### src/rtl/mem_port_arbiter_if.sv
// mem_port_arbiter_if
//   Bundles the request/acknowledge signals of the two requesters, the RAM
//   port and the stall request into one interface.
//   Signal names keep the arbiter-relative _i/_o suffixes.
//   Modports:
//     slave  - the arbiter: sees requests and RAM read data, drives acks,
//              read data, the RAM command and stall.
//     master - the environment: pipeline requesters plus the RAM instance.
interface mem_port_arbiter_if #(
    parameter int AW = 32,
    parameter int DW = 32
);
    // instruction-fetch requester
    logic          if_req_i;
    logic [AW-1:0] if_addr_i;
    logic          if_ack_o;
    logic [DW-1:0] if_data_o;
    // load/store requester
    logic          mem_req_i;
    logic          mem_we_i;
    logic [AW-1:0] mem_addr_i;
    logic [3:0]    mem_sel_i;
    logic [DW-1:0] mem_data_i;
    logic          mem_ack_o;
    logic [DW-1:0] mem_data_o;
    // RAM port
    logic          ram_ce_o;
    logic          ram_we_o;
    logic [AW-1:0] ram_addr_o;
    logic [3:0]    ram_sel_o;
    logic [DW-1:0] ram_data_o;
    logic [DW-1:0] ram_data_i;
    // pipeline control
    logic          stall_o;

    modport slave (
        input  if_req_i, if_addr_i,
        input  mem_req_i, mem_we_i, mem_addr_i, mem_sel_i, mem_data_i,
        input  ram_data_i,
        output if_ack_o, if_data_o, mem_ack_o, mem_data_o,
        output ram_ce_o, ram_we_o, ram_addr_o, ram_sel_o, ram_data_o,
        output stall_o
    );

    modport master (
        output if_req_i, if_addr_i,
        output mem_req_i, mem_we_i, mem_addr_i, mem_sel_i, mem_data_i,
        output ram_data_i,
        input  if_ack_o, if_data_o, mem_ack_o, mem_data_o,
        input  ram_ce_o, ram_we_o, ram_addr_o, ram_sel_o, ram_data_o,
        input  stall_o
    );
endinterface

### src/rtl/mem_port_arbiter.sv
// mem_port_arbiter
//   Shares one synchronous RAM port between instruction fetch (IF) and
//   load/store (MEM). One transaction at a time: IDLE picks a winner and
//   latches its payload onto the RAM port, BUSY holds it for RAM_LAT cycles,
//   DONE presents a one-cycle ack together with the captured read data.
//   Request at IDLE cycle T -> ack at T+RAM_LAT+1; one transaction every
//   RAM_LAT+2 cycles.
//   Ports:
//     clk  - rising-edge clock
//     rst  - asynchronous active-low reset
//     bus  - mem_port_arbiter_if.slave (requesters, RAM port, stall_o)
//   Parameters: RAM_LAT (1..15), AW, DW.
//   Build option: define ARB_RR_EN for round-robin arbitration between the
//   requesters; otherwise MEM always beats IF.
module mem_port_arbiter #(
    parameter int RAM_LAT = 2,
    parameter int AW      = 32,
    parameter int DW      = 32
) (
    input  logic                  clk,
    input  logic                  rst,
    mem_port_arbiter_if.slave     bus
);
    typedef enum logic [1:0] {S_IDLE, S_BUSY, S_DONE} state_t;

    localparam logic [3:0] LAT_M1 = 4'(RAM_LAT - 1);

    state_t        r_state;
    logic [3:0]    r_cnt;
    logic          r_last_mem;   // last grant went to MEM (reset: IF)
    logic          r_win_mem;    // current transaction belongs to MEM
    logic          r_if_ack;
    logic          r_mem_ack;
    logic [DW-1:0] r_if_data;
    logic [DW-1:0] r_mem_data;
    logic          r_ce;
    logic          r_we;
    logic [AW-1:0] r_addr;
    logic [3:0]    r_sel;
    logic [DW-1:0] r_wdata;

    logic          w_any_req;
    logic          w_pick_mem;

    assign w_any_req = bus.if_req_i | bus.mem_req_i;

`ifdef ARB_RR_EN
    // Contended: hand the port to whoever did not have it last time.
    always_comb begin
        w_pick_mem = bus.mem_req_i;
        if (bus.mem_req_i && bus.if_req_i)
            w_pick_mem = ~r_last_mem;
    end
`else
    // Fixed priority: MEM wins whenever it asks; IF can starve.
    always_comb begin
        w_pick_mem = bus.mem_req_i;
    end
    logic w_unused_last;
    assign w_unused_last = r_last_mem;
`endif

    always_ff @(posedge clk or negedge rst) begin
        if (!rst) begin
            r_state    <= S_IDLE;
            r_cnt      <= 4'd0;
            r_last_mem <= 1'b0;
            r_win_mem  <= 1'b0;
            r_if_ack   <= 1'b0;
            r_mem_ack  <= 1'b0;
            r_if_data  <= '0;
            r_mem_data <= '0;
            r_ce       <= 1'b0;
            r_we       <= 1'b0;
            r_addr     <= '0;
            r_sel      <= 4'd0;
            r_wdata    <= '0;
        end else begin
            case (r_state)
                S_IDLE: begin
                    if (w_any_req) begin
                        r_win_mem  <= w_pick_mem;
                        r_last_mem <= w_pick_mem;
                        r_ce       <= 1'b1;
                        r_cnt      <= LAT_M1;
                        r_state    <= S_BUSY;
                        if (w_pick_mem) begin
                            r_we    <= bus.mem_we_i;
                            r_addr  <= bus.mem_addr_i;
                            r_sel   <= bus.mem_sel_i;
                            r_wdata <= bus.mem_data_i;
                        end else begin
                            // fetch is always a full-word read
                            r_we    <= 1'b0;
                            r_addr  <= bus.if_addr_i;
                            r_sel   <= 4'hF;
                            r_wdata <= '0;
                        end
                    end
                end
                S_BUSY: begin
                    if (r_cnt != 4'd0) begin
                        r_cnt <= r_cnt - 4'd1;
                    end else begin
                        if (r_win_mem) begin
                            r_mem_ack <= 1'b1;
                            // a store keeps the previous load data visible
                            if (!r_we)
                                r_mem_data <= bus.ram_data_i;
                        end else begin
                            r_if_ack  <= 1'b1;
                            r_if_data <= bus.ram_data_i;
                        end
                        r_ce    <= 1'b0;
                        r_we    <= 1'b0;
                        r_state <= S_DONE;
                    end
                end
                S_DONE: begin
                    r_if_ack  <= 1'b0;
                    r_mem_ack <= 1'b0;
                    r_state   <= S_IDLE;
                end
                default: r_state <= S_IDLE;
            endcase
        end
    end

    assign bus.if_ack_o   = r_if_ack;
    assign bus.if_data_o  = r_if_data;
    assign bus.mem_ack_o  = r_mem_ack;
    assign bus.mem_data_o = r_mem_data;
    assign bus.ram_ce_o   = r_ce;
    assign bus.ram_we_o   = r_we;
    assign bus.ram_addr_o = r_addr;
    assign bus.ram_sel_o  = r_sel;
    assign bus.ram_data_o = r_wdata;

    // Stall while any requester is waiting; its own ack cycle releases it.
    assign bus.stall_o = (bus.if_req_i & ~r_if_ack) | (bus.mem_req_i & ~r_mem_ack);
endmodule
### src/flat_wrapper.sv
// flat-port wrapper written by rule: the top's interface ports become plain ports
module mem_port_arbiter_flat 
#(
    parameter int RAM_LAT = 2,
    parameter int AW      = 32,
    parameter int DW      = 32
)
  (clk, rst, bus_if_req_i, bus_if_addr_i, bus_mem_req_i, bus_mem_we_i, bus_mem_addr_i, bus_mem_sel_i, bus_mem_data_i, bus_ram_data_i, bus_if_ack_o, bus_if_data_o, bus_mem_ack_o, bus_mem_data_o, bus_ram_ce_o, bus_ram_we_o, bus_ram_addr_o, bus_ram_sel_o, bus_ram_data_o, bus_stall_o);
  mem_port_arbiter_if #(.AW(AW), .DW(DW)) bus_i ();
  input  logic clk;
  input  logic rst;
  input wire logic [$bits(bus_i.if_req_i)-1:0] bus_if_req_i;
  input wire logic [$bits(bus_i.if_addr_i)-1:0] bus_if_addr_i;
  input wire logic [$bits(bus_i.mem_req_i)-1:0] bus_mem_req_i;
  input wire logic [$bits(bus_i.mem_we_i)-1:0] bus_mem_we_i;
  input wire logic [$bits(bus_i.mem_addr_i)-1:0] bus_mem_addr_i;
  input wire logic [$bits(bus_i.mem_sel_i)-1:0] bus_mem_sel_i;
  input wire logic [$bits(bus_i.mem_data_i)-1:0] bus_mem_data_i;
  input wire logic [$bits(bus_i.ram_data_i)-1:0] bus_ram_data_i;
  output wire logic [$bits(bus_i.if_ack_o)-1:0] bus_if_ack_o;
  output wire logic [$bits(bus_i.if_data_o)-1:0] bus_if_data_o;
  output wire logic [$bits(bus_i.mem_ack_o)-1:0] bus_mem_ack_o;
  output wire logic [$bits(bus_i.mem_data_o)-1:0] bus_mem_data_o;
  output wire logic [$bits(bus_i.ram_ce_o)-1:0] bus_ram_ce_o;
  output wire logic [$bits(bus_i.ram_we_o)-1:0] bus_ram_we_o;
  output wire logic [$bits(bus_i.ram_addr_o)-1:0] bus_ram_addr_o;
  output wire logic [$bits(bus_i.ram_sel_o)-1:0] bus_ram_sel_o;
  output wire logic [$bits(bus_i.ram_data_o)-1:0] bus_ram_data_o;
  output wire logic [$bits(bus_i.stall_o)-1:0] bus_stall_o;
  assign bus_i.if_req_i = bus_if_req_i;
  assign bus_i.if_addr_i = bus_if_addr_i;
  assign bus_i.mem_req_i = bus_mem_req_i;
  assign bus_i.mem_we_i = bus_mem_we_i;
  assign bus_i.mem_addr_i = bus_mem_addr_i;
  assign bus_i.mem_sel_i = bus_mem_sel_i;
  assign bus_i.mem_data_i = bus_mem_data_i;
  assign bus_i.ram_data_i = bus_ram_data_i;
  assign bus_if_ack_o = bus_i.if_ack_o;
  assign bus_if_data_o = bus_i.if_data_o;
  assign bus_mem_ack_o = bus_i.mem_ack_o;
  assign bus_mem_data_o = bus_i.mem_data_o;
  assign bus_ram_ce_o = bus_i.ram_ce_o;
  assign bus_ram_we_o = bus_i.ram_we_o;
  assign bus_ram_addr_o = bus_i.ram_addr_o;
  assign bus_ram_sel_o = bus_i.ram_sel_o;
  assign bus_ram_data_o = bus_i.ram_data_o;
  assign bus_stall_o = bus_i.stall_o;
  mem_port_arbiter #(.RAM_LAT(RAM_LAT), .AW(AW), .DW(DW)) u_core (.clk(clk), .rst(rst), .bus(bus_i));
endmodule
### config.mk
export PLATFORM = sky130hd
export DESIGN_NAME = mem_port_arbiter_flat
export DESIGN_NICKNAME = d
export VERILOG_FILES = /design/src/rtl/mem_port_arbiter_if.sv /design/src/rtl/mem_port_arbiter.sv /design/src/flat_wrapper.sv
export SDC_FILE = /design/constraint.sdc
export NUM_CORES = 1
export LEC_CHECK = 0
export BUFFER_PORTS_ARGS = -buffer_cell sky130_fd_sc_hd__buf_2
export CAP_MARGIN = 20
export CORE_AREA = 2 2 115 117
export CTS_CLUSTER_DIAMETER = 150
export CTS_CLUSTER_SIZE = 25
export DETAILED_ROUTE_END_ITERATION = 8
export DIE_AREA = 0 0 117 119
export GPL_TIMING_DRIVEN = 1
export PLACE_DENSITY = 0.78
export SLEW_MARGIN = 20
export SYNTH_ARGS = -nofsm -noshare
export SYNTH_HDL_FRONTEND = slang
export SYNTH_SLANG_ARGS = --single-unit
### constraint.sdc
create_clock -name clk -period 2.8 [get_ports clk]
set_clock_uncertainty 0.05 [all_clocks]
set_input_delay 0.14 -clock clk [delete_from_list [all_inputs] [get_ports clk]]
set_output_delay 0.14 -clock clk [all_outputs]
set_load 0.02 [all_outputs]
[After elaboration in Yosys (flattened, before gate mapping)]
Index checks and enable logic that the tools add are counted.
Word-level totals
  logic and storage cells: 62
  bits in registers: 143
  output and inout port bits: 137
Operators by class
  add/sub/neg operators: 1
  mux-type cells: 21
  eq/ne operators: 7
  reduce and logical (&&, ||, !) cells: 12
  bitwise logic cells: 9
Operator list (number)
  $mux 32: 2
  $reduce_and 3->1: 5
  $mux 4: 3
  $mux 1: 8
  $pmux 1 s2: 4
  $pmux 4 s2: 1
  $ne 2x1->1 const B: 3
  $not 1->1: 5
  $mux 2: 2
  $ne 2x2->1 const B: 2
  $pmux 2 s2: 1
  $reduce_and 2->1: 2
  $reduce_and 4->1: 1
  $reduce_bool 2->1: 2
  $reduce_bool 4->1: 1
  $sub 4x1->4 const B: 1
  $and 1x1->1: 2
  $eq 2x1->1 const B: 1
  $eq 2x2->1 const B: 1
  $logic_not 2->1: 1
  $or 1x1->1: 2

[Logic depth before layout (Yosys ltp)]
Gate-level depths: netlist of run 1.
  word-level depth: 3
  mapped depth: 7

[Worst setup path before layout of run 1]
No wires, ideal clock.
  path type: register to register
  from: register u_core.r_cnt[0]
  to: register u_core.r_if_data[10], in the netlist u_core.bus.if_data_o[10]
  library setup time: 0.125 ns
  stages on the path, launching flop included: 8
  slack: 0.681 ns
  path buffers: 2
  data arrival time: 1.943 ns
  period minus slack after synthesis: 2.119 ns
  cell sequence: dfrtp_1 -> inv_1 -> ha_1 -> or3b_4 -> or3_1 -> buf_6 -> buf_12 -> mux2_4
On the way
  cells in the longest elaborated chain, start to end: 3
Ends and longest elaborated chain
  start, declared: RTL line mem_port_arbiter.sv:29  | logic [3:0] r_cnt;
  start signal, assigned: RTL line mem_port_arbiter.sv:103  | r_cnt <= r_cnt - 4'd1;
  $reduce_bool 4->1: RTL line mem_port_arbiter.sv:102  | if (r_cnt != 4'd0) begin
  $not 1->1 (no source line)
  $reduce_and 3->1 (no source line)
  end signal, assigned: RTL line mem_port_arbiter.sv:112  | r_if_data <= bus.ram_data_i;
  end, declared: RTL line mem_port_arbiter.sv:34  | logic [DW-1:0] r_if_data;
Every way passes these cells.
A chain may end at the register's enable or synchronous reset.

[Final worst setup path of run 1]
  from: register u_core.r_cnt[0]
  to: register u_core.r_if_data[7], in the netlist u_core.bus.if_data_o[7]
Same word-level chain as after synthesis.

==> flow_metrics.env, run 1 <==
export IMPL_status="completed"
export IMPL_drc=0
export IMPL_clkPwrFrac=0.226
export IMPL_max_stage_delay_ns=0.45
export IMPL_yosysWarnings=0
export IMPL_crit_path_end_kind="flip-flop"
export IMPL_viasPerCell=5.30
export IMPL_firstDrtPassIters=6
export IMPL_htree_levels=4
export IMPL_synth_seq_cells=143
export IMPL_cp_slowest_cell="or3_2"
export IMPL_period_needed_ns=2.44
export IMPL_slew_headroom=0.527
export IMPL_setup_viol_count_final=0
export IMPL_yosys_cell_types_count=37
export IMPL_seqCellArea_um2=3580
export IMPL_yosysTopAreaCellShare=0.614
export IMPL_cts_root_buf="clkbuf_16"
export IMPL_cts_resized=0
export IMPL_hp_start="bus_if_addr_i[12]"
export IMPL_vias=5274
export IMPL_cts_num_sinks=143
export IMPL_dp_slack_ns=0.398
export IMPL_crit_path_max_fanout=33
export IMPL_postLayoutSetupSlackWorst_ns=0.362
export IMPL_synth_most_common_cell="dfrtp_1"
export IMPL_reg2regPathDepth=6
export IMPL_first_global_vias=5659
export IMPL_r2r_start="u_core.r_cnt[0]"
export IMPL_grt_remaining_overflow=0
export IMPL_setup_tns_ns=0
export IMPL_tightestPinTransition_ns=0.710
export IMPL_ioPinCount=274
export IMPL_maxSlewViolCount=0
export IMPL_gp_congestion=0.822
export IMPL_syn_num_nets=554
export IMPL_arrival_ns=2.68
export IMPL_hold_violations=0
export IMPL_swShare=0.388
export IMPL_grt_antenna_before_repair=0
export IMPL_pwr_share_seq=0.342
export IMPL_clockBufferDepth=2
export IMPL_final_fill_count=810
export IMPL_r2r_end="u_core.bus.if_data_o[7]"
export IMPL_grt_pass1_wl_um=28200
export IMPL_num_rows=42
export IMPL_min_period_over_period=0.871
export IMPL_r2r_slack_ns=0.36
export IMPL_ir_drop_v=0.000523
export IMPL_routed_wirelength_um=18100
export IMPL_leakage_nw=4.59
export IMPL_worstHoldEndpoint="u_core.bus.ram_addr_o[12]"
export IMPL_die_area_um2=13900
export IMPL_start_kind="flip-flop"
export IMPL_netSwitchingPower_mw=4.20
export IMPL_cap_viol_max_count=0
export IMPL_drt_iter0_drc=323
export IMPL_worstPathRequired_ns=3.04
export IMPL_syn_area_um2=5830
export IMPL_initial_core_util=0.453
export IMPL_area_growth_pct=57.5
export IMPL_path_clk_slew_ns=0.06
export IMPL_nets=945
export IMPL_intPower_mw=6.62
export IMPL_multiInputGateArea_um2=2060
export IMPL_holdPathStages=3
export IMPL_synth_edf_count=0
export IMPL_grt_max_degree=64
export IMPL_drive_above_1_share=0.469
export IMPL_ys_top_cells_by_count="dfrtp_1 (143), a21oi_1 (65), mux2_2 (35), a22o_1 (33), mux2i_1 (32)"
export IMPL_die_y_um=119
export IMPL_async_flop_share=1.00
export IMPL_yosysTopAreaCell="dfrtp_1"
export IMPL_post_cts_buffers=0
export IMPL_synthTopCellsByArea="dfrtp_1 (61%), mux2_4 (7.5%), mux2_2 (6.8%), a21oi_1 (5.6%), mux2i_1 (5.5%)"
export IMPL_fmax_mhz=410
export IMPL_grt_use_total=0.264
export IMPL_synthCells=415
export IMPL_combinationalPowerShare=0.432
export IMPL_wire_per_inst_um=18.2
export IMPL_fp_dieW_um=117
export IMPL_ant_nets=0
export IMPL_tritoncts="yes"
export IMPL_n_antenna_cell=0
export IMPL_rsz0062_at_grt="no"
export IMPL_dp_hpwl_um=10300
export IMPL_hp_class="primary input to flip-flop"
export IMPL_portBuffers=273
export IMPL_crit_chain="inv_1, ha_1, or3b_4, or3_2, buf_4, mux2_4"
export IMPL_insertion_delay_ns=0.41
export IMPL_avgSynthCellArea_um2=14.0
export IMPL_power_density_nw_per_um2=1180
export IMPL_cts_inserted_buffers=17
export IMPL_yosysSeqAreaShare=0.614
export IMPL_coreArea_um2=12900
export IMPL_critPathKind="flip-flop to flip-flop"
export IMPL_synth_ff_type="dfrtp_1"
==> stage by stage <==
step	area (µm²)	power, mW	std cells	hold slack [ns]	util
after CTS	9180	10.8	995	0.00110	0.713
after floorplan	5830	6.58	415	-0.206	-
after global placement	7340	7.97	844	0.102	0.570
final	9180	10.8	995	0.00378	0.713
after detailed placement	7340	8.14	844	0.105	0.570
after global routing	9180	11.4	995	0.0184	0.713
==> registers in the layout (all words and copies together) (netlist names) <==
name	cells
u_core.r_win_mem	1
u_core.bus.mem_data_o	32
u_core.bus.if_data_o	32
u_core.bus.mem_ack_o	1
u_core.bus.ram_ce_o	1
u_core.bus.ram_addr_o	32
u_core.bus.ram_data_o	32
u_core.bus.if_ack_o	1
u_core.bus.ram_we_o	1
u_core.r_cnt	4
u_core.bus.ram_sel_o	4
u_core.r_state	2
==> timing repair <==
action / 4_1_cts / 5_1_grt
hold endpoints to repair: 188 / 0
setup endpoints to repair: 0 / 0
hold buffers: 119 / 0
==> cell usage in the layout (no fill, tap or decap), types with 2 or more instances in the layout <==
master	netlist	final
clkbuf_8	0	3
mux2_4	29	29
nand2b_1	2	2
nor3_1	3	2
o21ai_0	4	4
a22o_1	33	33
a21o_1	2	2
mux2i_1	32	32
bufinv_16	0	4
nand3_1	2	2
nand2_1	5	5
clkbuf_16	0	17
a21oi_1	65	65
ha_1	2	2
buf_4	0	9
dlygate4sd3_1	0	119
mux2_2	35	35
o22a_1	4	4
clkinv_4	0	2
buf_2	7	272
inv_1	6	6
dfrtp_1	143	143
inv_6	0	3
==> critical path: cells and delay by family, from the launching register on <==
kind / cells / cell delay, ns
simple gates: 2 / 0.85
buf+inv: 2 / 0.42
flops: 1 / 0.41
mux: 1 / 0.37
fa+ha+maj: 1 / 0.20
==> layout make-up <==
class,instances,area share
clock buffers,21,0.0513
clock inverters,11,0.0192
inverters,6,0.00245
multi-input cells,236,0.224
flip-flops and latches,143,0.390
well taps,176,0.0240
repair buffers,402,0.289
==> cells by family after synthesis <==
| logic type | synth area share |
|---|---|
| mux | 0.197 |
| buf+inv | 0.0343 |
| compound gates | 0.127 |
| simple gates | 0.0228 |
| fa+ha+maj | 0.00429 |
| flops | 0.614 |
==> per-layer routing <==
| layer | GRT usage | wire, µm | part of all wire |
|---|---|---|---|
| met1 | 0.283 | 6640 | 0.37 |
| met2 | 0.458 | 9470 | 0.52 |
| met3 | 0.0784 | 1210 | 0.067 |
| met4 | 0.143 | 757 | 0.042 |
| met5 | 0 | 0 | 0 |
==> power by group through the flow <==
stage	sequential, mW	combinational [mW]	clock, mW
2_1_floorplan	4.76	1.82	0
3_3_place_gp	3.61	4.36	0
3_5_place_dp	3.66	4.49	0
4_1_cts	3.66	4.64	2.49
5_1_grt	3.81	5.04	2.58
6_report	3.70	4.68	2.44
==> worst max path at each step <==
stage                     from                       end  cells past startpoint
2_1_floorplan  u_core.r_cnt[0]  u_core.bus.if_data_o[10]                      7
3_3_place_gp   u_core.r_cnt[0]   u_core.bus.if_data_o[7]                      6
3_5_place_dp   u_core.r_cnt[1]  u_core.bus.if_data_o[25]                      6
4_1_cts        u_core.r_cnt[0]   u_core.bus.if_data_o[3]                      6
5_1_grt        u_core.r_cnt[0]  u_core.bus.if_data_o[19]                      6
6_report       u_core.r_cnt[0]   u_core.bus.if_data_o[7]                      6
(Power assumes the default switching activity.)
==> run 2: changes to the inputs <==
--- a/config.mk
+++ b/config.mk
@@ -7,13 +7,13 @@
 export LEC_CHECK = 0
 export BUFFER_PORTS_ARGS = -buffer_cell sky130_fd_sc_hd__buf_2
 export CAP_MARGIN = 20
-export CORE_AREA = 2 2 115 117
+export CORE_AREA = 2 2 147 92
 export CTS_CLUSTER_DIAMETER = 150
 export CTS_CLUSTER_SIZE = 25
 export DETAILED_ROUTE_END_ITERATION = 8
-export DIE_AREA = 0 0 117 119
+export DIE_AREA = 0 0 149 94
 export GPL_TIMING_DRIVEN = 1
-export PLACE_DENSITY = 0.78
+export PLACE_DENSITY = 0.79
 export SLEW_MARGIN = 20
 export SYNTH_ARGS = -nofsm -noshare
 export SYNTH_HDL_FRONTEND = slang
==> flow_metrics.env, run 2 (synthesis gave the netlist of run 1 again) <==
export IMPL_status="completed"
export IMPL_n_antenna_cell=0
export IMPL_setup_tns_ns=0
export IMPL_critPathKind="flip-flop to flip-flop"
export IMPL_viasPerCell=5.12
export IMPL_hold_violations=0
export IMPL_swShare=0.405
export IMPL_first_global_vias=5191
export IMPL_portBuffers=273
export IMPL_coreArea_um2=12600
export IMPL_path_clk_slew_ns=0.07
export IMPL_die_area_um2=14000
export IMPL_drc=0
export IMPL_cts_root_buf="clkbuf_16"
export IMPL_hp_class="primary input to flip-flop"
export IMPL_grt_max_degree=84
export IMPL_nets=928
export IMPL_arrival_ns=2.73
export IMPL_dp_hpwl_um=10700
export IMPL_holdWs_ns=0.00961
export IMPL_cap_viol_max_count=0
export IMPL_area_growth_pct=53.6
export IMPL_crit_path_max_fanout=33
export IMPL_clockBufferDepth=2
export IMPL_htree_levels=4
export IMPL_period_needed_ns=2.49
export IMPL_tritoncts="yes"
export IMPL_drive_above_1_share=0.478
export IMPL_pwr_share_seq=0.348
export IMPL_gp_congestion=0.744
export IMPL_setup_viol_count_final=0
export IMPL_tightestPinTransition_ns=0.750
export IMPL_cts_inserted_buffers=17
export IMPL_fmax_mhz=402
export IMPL_min_period_over_period=0.889
export IMPL_clkPwrFrac=0.213
export IMPL_intPower_mw=6.29
export IMPL_vias=4972
export IMPL_rsz0062_at_grt="no"
export IMPL_crit_path_end_kind="flip-flop"
export IMPL_final_cell_mix="buf_2 (272), dfrtp_1 (143), dlygate4sd3_1 (104)"
export IMPL_grt_pass1_wl_um=26400
export IMPL_netSwitchingPower_mw=4.29
export IMPL_initial_core_util=0.464
export IMPL_wire_per_inst_um=17.6
export IMPL_die_y_um=94
export IMPL_num_rows=32
export IMPL_slew_headroom=0.500
export IMPL_grt_remaining_overflow=0
export IMPL_ioPinCount=274
export IMPL_start_kind="flip-flop"
export IMPL_firstDrtPassIters=5
export IMPL_ant_nets=0
export IMPL_combinationalPowerShare=0.438
export IMPL_routed_wirelength_um=17100
export IMPL_cts_num_sinks=143
export IMPL_ir_drop_v=0.000636
export IMPL_final_common_cell="buf_2"
export IMPL_worstPathRequired_ns=3.04
export IMPL_leakage_nw=4.50
export IMPL_grt_use_total=0.244
export IMPL_drt_iter0_drc=234
export IMPL_power_density_nw_per_um2=1180
export IMPL_fp_dieW_um=149
export IMPL_grt_antenna_before_repair=0
export IMPL_insertion_delay_ns=0.40
export IMPL_maxSlewViolCount=0
[run 2: cell types whose count changed in the layout (fill, tap and decap cells not counted), sizes merged]
| cell | previous run | this run |
|---|---|---|
| bufinv | 4 | 1 |
| buf | 283 | 281 |
| clkinvlp | 1 | 0 |
| clkbuf | 21 | 17 |
| inv | 9 | 17 |
| dlygate4sd3 | 119 | 104 |
[run 2: worst max-delay path, cell delays in order, from the launching register on]
cell and delay [ns]:
dfrtp_1 0.41, inv_1 0.12, ha_1 0.21, or3b_4 0.41
or3_2 0.45, buf_4 0.33, mux2_4 0.38
[run 2: routing by layer]
metal	routed length (µm)	vias to the layer above	part of all wire	global-route usage
li1	-	2264	-	-
met3	1330	26	0.078	0.0655
met4	279	0	0.016	0.0825
met2	8880	250	0.52	0.442
met5	0	-	0	0
met1	6630	2432	0.39	0.280
[run 2: final timing paths]
kind	to	depth (start not counted)	startpoint	slack, ns
worst min register to register	u_core.bus.ram_ce_o	1	u_core.bus.ram_ce_o	0.44
max in group asynchronous	u_core.bus.mem_data_o[15]	3	rst	1.59
worst max register to register	u_core.bus.if_data_o[28]	6	u_core.r_cnt[0]	0.31
worst max-delay path	u_core.bus.if_data_o[28]	6	u_core.r_cnt[0]	0.31
min in group asynchronous	u_core.bus.mem_data_o[30]	2	rst	0.28
worst min-delay path	u_core.bus.ram_addr_o[19]	3	bus_if_addr_i[19]	0.01
[run 2: cell type report]
cell class	instances	area, µm²
Multi-Input combinational cell	236	2060
Tap cell	170	213
Timing Repair Buffer	385	2490
Inverter	6	22.5
Clock inverter	15	169
Sequential cell	143	3580
Clock buffer	17	425
Fill cell	826	3620
[run 2: power groups by stage]
stage               registers (mW)  clock network (mW)  logic, mW
floorplan                     4.76                   0       1.82
global placement              3.61                   0       4.34
detailed placement            3.65                   0       4.51
CTS                           3.64                2.31       4.62
global route                  3.78                2.41       4.94
finish                        3.69                2.26       4.64
[run 2: repair_timing]
| item | 4_1_cts | 5_1_grt |
|---|---|---|
| setup buffers | 0 | 0 |
| hold buffers | 104 | 0 |
| endpoints found under the hold margin | 203 | 0 |
| resized for setup | 0 | 0 |
[run 2: per-stage QoR]
stage                      util  std cells  instance area (µm²)  setup WS, ns  power, mW
after floorplan               -        415                 5830         0.681       6.58
after global placement    0.582        836                 7320         0.467       7.95
after detailed placement  0.582        836                 7320         0.335       8.15
after CTS                 0.712        972                 8950         0.324       10.6
after global routing      0.712        972                 8950         0.218       11.1
final                     0.712        972                 8950         0.311       10.6
==> run 3: changes to the inputs <==
--- a/config.mk
+++ b/config.mk
@@ -7,13 +7,13 @@
 export LEC_CHECK = 0
 export BUFFER_PORTS_ARGS = -buffer_cell sky130_fd_sc_hd__buf_2
 export CAP_MARGIN = 20
-export CORE_AREA = 2 2 147 92
+export CORE_AREA = 2 2 170 105
 export CTS_CLUSTER_DIAMETER = 150
 export CTS_CLUSTER_SIZE = 25
 export DETAILED_ROUTE_END_ITERATION = 8
-export DIE_AREA = 0 0 149 94
+export DIE_AREA = 0 0 172 107
 export GPL_TIMING_DRIVEN = 1
-export PLACE_DENSITY = 0.79
+export PLACE_DENSITY = 0.62
 export SLEW_MARGIN = 20
 export SYNTH_ARGS = -nofsm -noshare
 export SYNTH_HDL_FRONTEND = slang
==> flow_metrics.env, run 3 (synthesis gave the netlist of run 1 again) <==
export IMPL_tightestPinTransition_ns=0.726
export IMPL_ioPinCount=274
export IMPL_setup_tns_ns=0
export IMPL_crit_end="u_core.bus.if_data_o[11]"
export IMPL_crit_start="u_core.r_cnt[0]"
export IMPL_maxSlewViolCount=0
export IMPL_grt_use_total=0.176
export IMPL_htree_levels=4
export IMPL_die_area_um2=18400
export IMPL_critPathKind="flip-flop to flip-flop"
export IMPL_cts_inserted_buffers=17
export IMPL_final_util=0.538
export IMPL_r2r_end="u_core.bus.if_data_o[11]"
export IMPL_drt_iter0_drc=213
export IMPL_initial_core_util=0.346
export IMPL_ant_nets=0
export IMPL_wire_per_inst_um=15.6
export IMPL_power_density_nw_per_um2=1150
export IMPL_worstPathRequired_ns=3.03
export IMPL_ir_drop_v=0.000636
export IMPL_clockBufferDepth=2
export IMPL_vias=4848
export IMPL_drc=0
export IMPL_first_global_vias=5206
export IMPL_crit_path_end_kind="flip-flop"
export IMPL_finalNonFillerCells=1042
export IMPL_grt_pass1_wl_um=25400
export IMPL_r2r_slack_ns=0.33
export IMPL_reg2regPathDepth=6
export IMPL_die_y_um=107
export IMPL_insertion_delay_ns=0.40
export IMPL_fmax_mhz=405
export IMPL_min_period_over_period=0.881
export IMPL_gp_congestion=0.753
export IMPL_setup_viol_count_final=0
export IMPL_fp_dieW_um=172
export IMPL_path_clk_slew_ns=0.06
export IMPL_grt_antenna_before_repair=0
export IMPL_firstDrtPassIters=4
export IMPL_portBuffers=273
export IMPL_r2r_start="u_core.r_cnt[0]"
export IMPL_cts_root_buf="clkbuf_16"
export IMPL_hp_class="primary input to flip-flop"
export IMPL_leakage_nw=4.51
export IMPL_num_rows=37
export IMPL_dp_hpwl_um=10800
export IMPL_tritoncts="yes"
export IMPL_arrival_ns=2.70
export IMPL_final_cell_mix="buf_2 (272), dfrtp_1 (143), dlygate4sd3_1 (108)"
export IMPL_place_inst=902
export IMPL_n_antenna_cell=0
export IMPL_status="completed"
export IMPL_post_cts_buffers=0
export IMPL_final_common_cell="buf_2"
export IMPL_holdWs_ns=0.00508
export IMPL_area_growth_pct=55.5
export IMPL_period_needed_ns=2.47
export IMPL_grt_max_degree=80
export IMPL_nets=934
export IMPL_cts_num_sinks=143
export IMPL_routed_wirelength_um=16300
export IMPL_cap_viol_max_count=0
export IMPL_coreArea_um2=16900
export IMPL_grt_remaining_overflow=0
export IMPL_rsz0062_at_grt="no"
export IMPL_slew_headroom=0.516
export IMPL_start_kind="flip-flop"
export IMPL_crit_path_max_fanout=33
export IMPL_viasPerCell=4.65
export IMPL_hold_violations=0
export IMPL_drive_above_1_share=0.476
-- run 3: worst min-delay path by stage --
stage                       startpoint                         to  slack (ns)  cells after the start
finish                bus_if_addr_i[8]   u_core.bus.ram_addr_o[8]       0.005                      3
global route        bus_mem_addr_i[17]  u_core.bus.ram_addr_o[17]       0.006                      3
CTS                   bus_if_addr_i[8]   u_core.bus.ram_addr_o[8]       0.001                      3
detailed placement                 rst  u_core.bus.mem_data_o[23]        0.18                      1
global placement                   rst  u_core.bus.mem_data_o[23]        0.16                      1
floorplan                          rst        u_core.bus.if_ack_o       -0.21                      0
-- run 3: report_power, final --
part           total, mW  internal, mW  switching (mW)  leakage (nW)
combinational       4.58          1.95            2.63          2.54
clock               2.22          1.28           0.937         0.283
sequential          3.67          3.07           0.596          1.68
-- run 3: routing by layer --
metal / part of all wire / up-vias / routed length, µm / global-route usage
li1: - / 2276 / - / -
met4: 0.016 / 0 / 256 / 0.0648
met2: 0.48 / 202 / 7760 / 0.289
met5: 0 / - / 0 / 0
met1: 0.44 / 2348 / 7120 / 0.220
met3: 0.070 / 22 / 1140 / 0.0539
-- run 3: layout make-up --
type | count | area (µm²)
Fill cell | 1464 | 7790
Sequential cell | 143 | 3580
Timing Repair Buffer | 391 | 2530
Multi-Input combinational cell | 236 | 2060
Clock buffer | 18 | 439
Tap cell | 234 | 293
Clock inverter | 14 | 143
Inverter | 6 | 22.5
-- run 3: through the flow --
| stage | power, mW | setup slack [ns] | cell area [µm²] |
|---|---|---|---|
| floorplan | 6.58 | 0.681 | 5830 |
| global placement | 8.02 | 0.441 | 7400 |
| detailed placement | 8.15 | 0.348 | 7400 |
| CTS | 10.6 | 0.331 | 9060 |
| global route | 11.1 | 0.263 | 9060 |
| finish | 10.5 | 0.334 | 9060 |
-- run 3: worst max-delay path: stages, from the launching register on --
cell and delay, ns:
dfrtp_1 0.41, inv_1 0.11, ha_1 0.21, or3b_4 0.41, or3_2 0.45, buf_4 0.33, mux2_4 0.37
-- run 3: timing repair --
item                                    CTS  global route
endpoints found under the hold margin   198             0
endpoints found under the setup margin    0             0
hold buffers                            108             0
resized for setup                         0             0
